$ cat src/rtl/alu_arbiter.sv
// Two-requester front end for a shared 64-bit ALU: arbitrates, registers operands,
// captures the ALU result and returns it to the owning requester.
module alu_arbiter #(
   parameter int FIXED_PRIO = 0
) (
   input  logic        CLK,
   input  logic        Reset_L,
   input  logic        ReqValid0,
   input  logic        ReqValid1,
   output logic        ReqReady0,
   output logic        ReqReady1,
   input  logic [63:0] ReqA0,
   input  logic [63:0] ReqB0,
   input  logic [63:0] ReqA1,
   input  logic [63:0] ReqB1,
   input  logic [3:0]  ReqCtrl0,
   input  logic [3:0]  ReqCtrl1,
   output logic        RspValid0,
   output logic        RspValid1,
   input  logic        RspReady0,
   input  logic        RspReady1,
   output logic [63:0] RspW,
   output logic        RspZero,
   output logic        RspErr,
   output logic [63:0] AluBusA,
   output logic [63:0] AluBusB,
   output logic [3:0]  AluCtrl,
   input  logic [63:0] AluBusW
);

   typedef enum logic [1:0] {IDLE, EXEC, RESP} state_t;

   state_t      state, state_nxt;
   logic        rrptr;
   logic        owner;
   logic        grant;
   logic        accept;
   logic        rsp_hs;
   logic        supported;
   logic [63:0] opa, opb, rspw_q;
   logic [3:0]  opctrl;
   logic        zero_q, err_q;

   always_ff @(posedge CLK or negedge Reset_L) begin
      if (!Reset_L) state <= IDLE;
      else          state <= state_nxt;
   end

   always_comb begin
      state_nxt = state;
      grant     = 1'b0;
      accept    = 1'b0;
      rsp_hs    = 1'b0;
      // grant is 1 when requester 1 wins
      if (ReqValid0 && ReqValid1) grant = (FIXED_PRIO == 1) ? 1'b0 : rrptr;
      else                        grant = ReqValid1;
      case (state)
         IDLE: begin
            accept = ReqValid0 || ReqValid1;
            if (accept) state_nxt = EXEC;
         end
         EXEC: state_nxt = RESP;
         RESP: begin
            rsp_hs = owner ? RspReady1 : RspReady0;
            if (rsp_hs) state_nxt = IDLE;
         end
         default: state_nxt = IDLE;
      endcase
      ReqReady0 = accept && !grant && Reset_L;
      ReqReady1 = accept &&  grant && Reset_L;
      RspValid0 = (state == RESP) && !owner;
      RspValid1 = (state == RESP) &&  owner;
   end

   always_comb begin
      supported = 1'b0;
      case (opctrl)
         4'b0000, 4'b0001, 4'b0010, 4'b0110, 4'b0111, 4'b1000: supported = 1'b1;
         default: supported = 1'b0;
      endcase
   end

   always_ff @(posedge CLK or negedge Reset_L) begin
      if (!Reset_L) begin
         rrptr  <= 1'b0;
         owner  <= 1'b0;
         opa    <= '0;
         opb    <= '0;
         opctrl <= '0;
         rspw_q <= '0;
         zero_q <= 1'b1;
         err_q  <= 1'b0;
      end else begin
         if (accept) begin
            owner  <= grant;
            opa    <= grant ? ReqA1    : ReqA0;
            opb    <= grant ? ReqB1    : ReqB0;
            opctrl <= grant ? ReqCtrl1 : ReqCtrl0;
         end
         if (state == EXEC) begin
            // unsupported codes ignore whatever the ALU drives
            if (supported) begin
               rspw_q <= AluBusW;
               zero_q <= (AluBusW == '0);
               err_q  <= 1'b0;
            end else begin
               rspw_q <= '0;
               zero_q <= 1'b1;
               err_q  <= 1'b1;
            end
         end
         if (rsp_hs) rrptr <= ~owner;
      end
   end

   assign AluBusA = opa;
   assign AluBusB = opb;
   assign AluCtrl = opctrl;
   assign RspW    = rspw_q;
   assign RspZero = zero_q;
   assign RspErr  = err_q;

endmodule

$ cat config.mk
export PLATFORM = sky130hd
export DESIGN_NAME = alu_arbiter
export DESIGN_NICKNAME = d
export VERILOG_FILES = /design/src/rtl/alu_arbiter.sv
export SDC_FILE = /design/constraint.sdc
export NUM_CORES = 1
export LEC_CHECK = 0
export CORE_AREA = 4 4 206 208
export DETAILED_ROUTE_END_ITERATION = 10
export DIE_AREA = 0 0 210 212
export GPL_ROUTABILITY_DRIVEN = 0
export PLACE_DENSITY_LB_ADDON = 0.2
export SYNTH_ARGS = -nofsm -noshare
export SYNTH_HDL_FRONTEND = slang
export SYNTH_SLANG_ARGS = --single-unit
$ cat constraint.sdc
create_clock -name CLK -period 2.3 [get_ports CLK]
set_clock_uncertainty 0.15 [all_clocks]
set_input_delay 0.345 -clock CLK [delete_from_list [all_inputs] [get_ports CLK]]
set_output_delay 0.345 -clock CLK [all_outputs]
set_load 0.03 [all_outputs]
==> flow_metrics.tcl, run 1 <==
set metrics [dict create \
    relSlewSlack_pct 46.7 \
    critPathLaunchType "primary input" \
    finalSetupTns_ns 0 \
    cts_root_buf "clkbuf_16" \
    cts_tree "done" \
    fin_crit_ns 2.25 \
    io_buffers 535 \
    drt_iter0_markers 824 \
    overflow 0 \
    ys_top_cells_by_area "dfrtp_1 (63%), a222oi_1 (16%), a22o_1 (7.0%)" \
    synthToLayoutAreaGrowth_pct 88.8 \
    max_clock_freq_ghz 0.445 \
    pre_cts_ws_ns -0.0970 \
    tightest_slew_ns 0.799 \
    grt_pass1_vias 8456 \
    placed_area_um2 14300 \
    synth_top_area_cell "dfrtp_1" \
    dieArea_um2 44500 \
    hold_class "primary input to async pin" \
    die_w_um 210 \
    crit_fanout 3 \
    r2r-start "rrptr" \
    clockPowerShare_pct 18.8 \
    wl_met1_um 14900 \
    leakage_nw 6.74 \
    fillers 4048 \
    period_share_pct 97.8 \
    yosysSeqAreaShare_pct 62.9 \
    crit_arrival_ns 1.75 \
    insertion_delay_ns 0.53 \
    p_per_area_nw_per_um2 1460 \
    dpl.hpwl_um 28200 \
    initial_utilization_pct 19.8 \
    layout-drive-gt1-share_pct 7.80 \
    synth.distinct_cells 25 \
    syn_area_um2 8040 \
    peakVddDrop_mv 0.539 \
    grt_max_degree 121 \
    cts_made_buffers 26 \
    crit_start "ReqValid1" \
    finish.instance_area_um2 15200 \
    setup_viol 0 \
    io_pins 536 \
    rows 74 \
    mostFrequentLayoutCell "clkdlybuf4s50_1" \
    dr_wl_met2_um 18800 \
    swShare_pct 41.4 \
    p_comb_share_pct 53.2 \
    wl_per_cell_um 21.7 \
    worst_slack_ns 0.0504 \
    crit_type "primary input to primary output" \
    outcome "finished, final reports clean" \
    p_sw_w 0.00919 \
    clk_pin_slew_worst_paths_ns 0.06 \
    syn_inst 638 \
    cp-end-kind "primary output" \
    core-area_um2 40600 \
    yosys.area.top_type_share_pct 62.5 \
    avgViaCountPerCell 4.56 \
    fp.dieH_um 212 \
    drv_slew 0 \
    drt_pass1_iterations 7 \
    cts_sinks 202 \
    dr_wl_met3_um 3190 \
    seqPwrFrac_pct 28.0 \
    ctsLongestPathBuffers 3 \
    vias 7928 \
    finalHoldViolCount 0 \
    top_layer "met5" \
    drv_cap 0 \
    required_ns 1.80 \
    ant_nets 0 \
    synthesis.nets 972 \
    antenna_found_initial 2 \
    wirelength_um 37700 \
    ys_seq_elements 202 \
    rsz0062_at_grt "yes" \
    avgSynthCellArea_um2 12.6 \
    p_int_w 0.0130 \
    drc 0 \
    grt_pass1_wl_um 54700 \
    final_cell_mix "clkdlybuf4s50_1 (530), dfrtp_1 (198), inv_1 (135), a222oi_1 (132), a22o_1 (64)" \
    final_nets 1522 \
    grt_usage_pct 15.8 \
    yosys_warnings 0 \
    cts_max_level 1 \
]
==> final cells by class <==
cell class / instances / area, µm² / share of cell area [%]
flip-flops and latches: 202 / 5060 / 33.3
multi-input cells: 244 / 2230 / 14.7
repair buffers: 579 / 5850 / 38.5
inverters: 135 / 507 / 3.34
diodes: 1 / 2.50 / 0.0165
clock inverters: 3 / 90.1 / 0.593
well taps: 532 / 666 / 4.38
clock buffers: 42 / 772 / 5.08
==> final timing paths <==
| kind | end | slack (ns) | cells after the start |
|---|---|---|---|
| max in group asynchronous | AluBusA[46] | 0.72 | 3 |
| min in group CLK | AluBusB[21] | 0.26 | 3 |
| min reg2reg | RspErr | 0.35 | 2 |
| max reg2reg | AluBusA[9] | 0.25 | 6 |
| max | ReqReady0 | 0.05 | 5 |
| min | AluCtrl[3] | 0.22 | 2 |
==> worst max-delay path: stages <==
cell	delay, ns
clkdlybuf4s50_1	0.55
a2111oi_4	0.39
buf_4	0.19
and2_4	0.15
buf_8	0.12
==> cells in the mapped netlist <==
library cell / count
nor2_1: 5
nor2b_1: 2
dfstp_2: 1
nor4_1: 16
buf_2: 20
mux2_2: 1
and2_1: 3
nand4_1: 4
o21ai_1: 1
a22o_1: 64
or4_1: 1
a2111oi_4: 1
o211a_1: 1
clkbuf_1: 28
inv_1: 135
a21oi_1: 2
nand2b_1: 2
a222oi_1: 132
nand2_1: 3
buf_6: 7
o21ai_0: 3
buf_1: 2
a21o_1: 2
dfrtp_1: 201
a211oi_1: 1
==> power by group through the flow <==
stage | Clock (W) | Combinational (W) | Sequential [W]
after global placement | 0 | 0.0119 | 0.00621
after global routing | 0.00446 | 0.0126 | 0.00640
final | 0.00417 | 0.0118 | 0.00621
after CTS | 0.00434 | 0.0120 | 0.00621
after floorplan | 0 | 0.00336 | 0.00912
after detailed placement | 0 | 0.0119 | 0.00622
==> metrics by stage <==
step	utilization [%]	cells	power [W]	hold slack (ns)
final	37.4	1738	0.0222	0.222
after global routing	37.4	1737	0.0235	0.228
after CTS	37.4	1736	0.0225	0.213
after detailed placement	35.2	1687	0.0181	0.158
after global placement	35.2	1687	0.0181	0.159
after floorplan	-	638	0.0125	-0.101
==> kinds of logic after synthesis <==
kind of cell           synth area share (%)
AO/OA/AOI/OAI                          24.5
buffers and inverters                  9.92
flip-flops                             62.9
multiplexers                          0.140
AND/OR/NAND/NOR                        2.57
==> routing by layer <==
metal  GRT usage (%)  up-vias
met4            3.42        2
met3            4.77       50
met2            27.7      372
li1                -     3577
met1            19.3     3927
met5               0        -
==> sequential cells by signal, summed over array words and instances, names as in the netlist <==
name	cells
AluCtrl	4
AluBusB	64
RspZero	1
state	2
RspErr	1
owner	1
rrptr	1
RspW	64
AluBusA	64
==> what timing repair did <==
item                                    4_1_cts  5_1_grt
pin swaps                                     1        1
buffers inserted                              3        1
endpoints found under the setup margin        4        4
hold endpoints to repair                     50        0
hold buffers                                  1        0
resized for setup                             8        6
No activity file was read; power rests on OpenSTA's default activity.
==> inputs of run 2 (changes only) <==
Settings changed: SKIP_LAST_GASP from default to 1.
==> flow_metrics.tcl, run 2 (synthesis results as in run 1) <==
set metrics [dict create \
    core-area_um2 40600 \
    max_stage_delay_ns 0.48 \
    cp-end-kind "primary output" \
    drv_cap 0 \
    crit_cells 4 \
    tightest_slew_ns 0.801 \
    cts_made_buffers 26 \
    critical_path.cell_chain "nor2_2 > o211a_4 > and2_1 > buf_4" \
    antenna_found_initial 3 \
    grt_pass1_vias 8438 \
    wirelength_um 37700 \
    crit_fanout 6 \
    ff_latch_area_um2 5060 \
    rrSetupSlack_ns 0.25 \
    leakage_nw 6.73 \
    cpMaxStageDelayCell "dfrtp_1" \
    synthToLayoutAreaGrowth_pct 88.4 \
    grt_pass1_wl_um 54700 \
    required_ns 1.80 \
    drt_pass1_iterations 8 \
    p_per_area_nw_per_um2 1460 \
    r2r-start "rrptr" \
    worst-path-buf-inv 1 \
    critPathLaunchType "register" \
    drt_iter0_markers 880 \
    rows 74 \
    cts_max_level 1 \
    hold-worst-slack_ns 0.231 \
    finalHoldViolCount 0 \
    finish.utilization_pct 37.4 \
    overflow 0 \
    drv_slew 0 \
    crit_type "register to primary output" \
    cts_sinks 202 \
    fin_crit_ns 2.27 \
    io_pins 536 \
    crit_family "flip-flops" \
    multi_input_area_um2 2230 \
    period_share_pct 98.6 \
    wl_per_cell_um 21.7 \
    grt_max_degree 121 \
    peakVddDrop_mv 0.539 \
    max_clock_freq_ghz 0.441 \
    hold_class "primary input to async pin" \
    endpoint "ReqReady1" \
    relSlewSlack_pct 46.6 \
    mostFrequentLayoutCell "clkdlybuf4s50_1" \
    layout-drive-gt1-share_pct 7.56 \
    worstReg2RegEnd "AluBusA[23]" \
    dpl.hpwl_um 28200 \
    clk_pin_slew_worst_paths_ns 0.06 \
    setup_viol 0 \
    fillers 4052 \
    fp.dieH_um 212 \
    crit_start "state[0]" \
    initial_utilization_pct 19.8 \
    insertion_delay_ns 0.53 \
    drc 0 \
    final_nets 1521 \
    io_buffers 535 \
    rsz0062_at_grt "yes" \
    outcome "finished, final reports clean" \
    ant_nets 0 \
    avgViaCountPerCell 4.58 \
    cts_root_buf "clkbuf_16" \
    vias 7957 \
    final_cell_mix "clkdlybuf4s50_1 (530), dfrtp_1 (199), inv_1 (135), a222oi_1 (132), a22o_1 (64)" \
    cts_tree "done" \
    ctsLongestPathBuffers 3 \
    grt_usage_pct 15.8 \
    die_w_um 210 \
    reg2regPathDepth 6 \
    dieArea_um2 44500 \
    crit_arrival_ns 1.77 \
]
run 2: changes by cell type in the layout (fill, tap and decap cells not counted):
cell	delta
buf_8	-1
and2_1	+1
nor2_4	-1
and2_4	-1
clkbuf_2	+1
clkdlybuf4s15_2	-1
nor2_2	+1
dfrtp_1	+1
dfrtp_2	-1
buf_4	-1
buf_6	+1
run 2: routing by layer:
layer  global-route usage [%]  vias to the layer above  wire (µm)
li1                         -                     3573          -
met1                     19.4                     3945      14700
met2                     27.7                      387      18800
met3                     4.77                       50       3380
met4                     3.42                        2        821
met5                        0                        -         12
run 2: cell type report:
type,instances,area share (%)
tap,532,4.39
clock inverter,3,0.594
antenna,1,0.0165
clock buffer,42,5.09
inverter,135,3.34
timing repair buffer,578,38.5
sequential,202,33.4
multi-input combinational,244,14.7
run 2: through the flow:
step / setup TNS, ns / std cells / worst slack [ns] / total power [W] / area [µm²]
floorplan: 0 / 638 / 0.217 / 0.0125 / 8040
global route: -0.128 / 1736 / -0.0704 / 0.0234 / 15200
finish: 0 / 1737 / 0.0311 / 0.0222 / 15200
CTS: -0.155 / 1736 / -0.0957 / 0.0225 / 15200
detailed placement: -0.153 / 1687 / -0.0970 / 0.0181 / 14300
global placement: -0.140 / 1687 / -0.140 / 0.0181 / 14300
run 2: repair_timing:
item	in CTS	in global routing
hold buffers	1	0
gates resized for setup	5	5
pin swaps	1	0
endpoints found under the hold margin	50	0
setup endpoints to repair	4	4
buffers inserted	3	0
run 2: worst min-delay path by stage:
stage          startpoint          end  slack [ns]
4_1_cts         ReqB0[37]  AluBusB[37]        0.21
6_report          Reset_L   AluCtrl[3]        0.23
5_1_grt           Reset_L   AluCtrl[3]        0.23
2_1_floorplan     Reset_L   AluBusA[0]       -0.10
3_3_place_gp      Reset_L  AluBusA[22]        0.16
3_5_place_dp      Reset_L  AluBusA[28]        0.16
run 2: report_power, final:
| part | total [W] | leakage, nW | switching [W] | internal, W |
|---|---|---|---|---|
| registers | 0.00621 | 2.53 | 0.00102 | 0.00519 |
| clock network | 0.00418 | 0.417 | 0.00157 | 0.00261 |
| logic | 0.0118 | 3.78 | 0.00661 | 0.00520 |
| total | 0.0222 | 6.73 | 0.00920 | 0.0130 |
==> inputs of run 3 (changes only) <==
Settings changed: SKIP_CTS_REPAIR_TIMING from default to 1, SLEW_MARGIN from default to 10.
==> flow_metrics.tcl, run 3 (synthesis results as in run 1) <==
set metrics [dict create \
    fp.dieH_um 212 \
    crit_cells 1 \
    core-area_um2 40600 \
    crit_type "register to primary output" \
    cpMaxStageDelayCell "clkdlybuf4s50_1" \
    avgViaCountPerCell 4.54 \
    drv_slew 0 \
    reg2regPathDepth 5 \
    ctsLongestPathBuffers 3 \
    synthToLayoutAreaGrowth_pct 89.3 \
    p_comb_share_pct 53.2 \
    rsz0062_at_grt "yes" \
    fin_crit_ns 2.23 \
    clockPowerShare_pct 18.8 \
    met2_usage_pct 27.5 \
    rrSetupSlack_ns 0.34 \
    grt_use_met3_pct 4.77 \
    swShare_pct 41.3 \
    overflow 0 \
    leakage_nw 6.79 \
    hp-start "ReqB0[21]" \
    antenna_found_initial 2 \
    outcome "finished, final reports clean" \
    cp-end-kind "primary output" \
    p_int_w 0.0130 \
    p_sw_w 0.00918 \
    mostFrequentLayoutCell "clkdlybuf4s50_1" \
    busiest_layer "met2" \
    peakVddDrop_mv 0.540 \
    grt_usage_pct 15.7 \
    io_pins 536 \
    crit_family "buffers and inverters" \
    final_cell_mix "clkdlybuf4s50_1 (530), dfrtp_1 (198), inv_1 (135), a222oi_1 (132), a22o_1 (64)" \
    rows 74 \
    drt_pass1_iterations 9 \
    crit_start "RspZero" \
    place_inst 1687 \
    crit_fanout 2 \
    cts_tree "done" \
    seqPwrFrac_pct 28.0 \
    cts_sinks 202 \
    dieArea_um2 44500 \
    finalHoldViolCount 0 \
    gr-usage-met1_pct 19.2 \
    drv_cap 0 \
    grt_max_degree 121 \
    finalSetupTns_ns 0 \
    critPathLaunchType "register" \
    initial_utilization_pct 19.8 \
    period_share_pct 97.1 \
    insertion_delay_ns 0.53 \
    fillers 4043 \
    grt_pass1_vias 8405 \
    dpl.hpwl_um 28200 \
    max_stage_delay_ns 0.69 \
    wl_per_cell_um 21.6 \
    final_nets 1525 \
    p_per_area_nw_per_um2 1460 \
    clk_pin_slew_worst_paths_ns 0.06 \
    wirelength_um 37600 \
    finalNonFillerCells 1741 \
    cts_made_buffers 26 \
    drc 0 \
    crit_arrival_ns 1.74 \
    max_clock_freq_ghz 0.448 \
    critical_path.cell_chain "clkdlybuf4s50_1" \
    worstReg2RegEnd "RspW[35]" \
    r2r-start "state[1]" \
    required_ns 1.80 \
    die_w_um 210 \
    cts_root_buf "clkbuf_16" \
    cts_max_level 1 \
    io_buffers 535 \
    grt_pass1_wl_um 54300 \
    layout-drive-gt1-share_pct 7.86 \
    ant_nets 0 \
    setup_viol 0 \
    relSlewSlack_pct 46.8 \
    hold_class "primary input to register" \
    endpoint "RspZero" \
    drt_iter0_markers 849 \
    vias 7911 \
    worst-path-buf-inv 1 \
    tightest_slew_ns 0.798 \
]
[run 3: power groups by stage]
stage / Combinational, W / Clock, W / Sequential, W
after floorplan: 0.00336 / 0 / 0.00912
after global placement: 0.0119 / 0 / 0.00621
after detailed placement: 0.0119 / 0 / 0.00622
after CTS: 0.0119 / 0.00434 / 0.00621
after global routing: 0.0126 / 0.00446 / 0.00641
final: 0.0118 / 0.00417 / 0.00622
[run 3: stage by stage]
step	setup slack, ns	power, W	util, %	hold slack, ns	instance area, µm²
floorplan	0.217	0.0125	-	-0.101	8040
global placement	-0.140	0.0181	35.2	0.159	14300
detailed placement	-0.0970	0.0181	35.2	0.158	14300
CTS	-0.368	0.0225	37.3	-0.417	15100
global route	-0.0368	0.0235	37.6	0.229	15200
finish	0.0672	0.0222	37.6	0.257	15200
[run 3: worst min path at each step]
stage	end	slack (ns)	cells after the start
after floorplan	AluBusA[0]	-0.10	0
after global placement	AluBusA[22]	0.16	1
after detailed placement	AluBusA[28]	0.16	1
after CTS	AluBusB[55]	-0.42	1
after global routing	AluBusB[13]	0.23	3
final	AluBusB[21]	0.26	3
[run 3: final cells by class]
| type | count | area (µm²) | share of cell area, % |
|---|---|---|---|
| clock inverter | 3 | 90.1 | 0.591 |
| antenna | 1 | 2.50 | 0.0164 |
| clock buffer | 42 | 772 | 5.07 |
| tap | 532 | 666 | 4.37 |
| sequential | 202 | 5060 | 33.2 |
| timing repair buffer | 582 | 5900 | 38.7 |
| inverter | 135 | 507 | 3.33 |
| multi-input combinational | 244 | 2230 | 14.7 |
[run 3: metal layers]
layer / share of wire, % / up-vias / wire (µm)
met5: 0.032 / - / 12
met4: 2.2 / 2 / 821
met3: 8.6 / 50 / 3230
met2: 50 / 371 / 18700
met1: 39 / 3907 / 14800
li1: - / 3581 / -
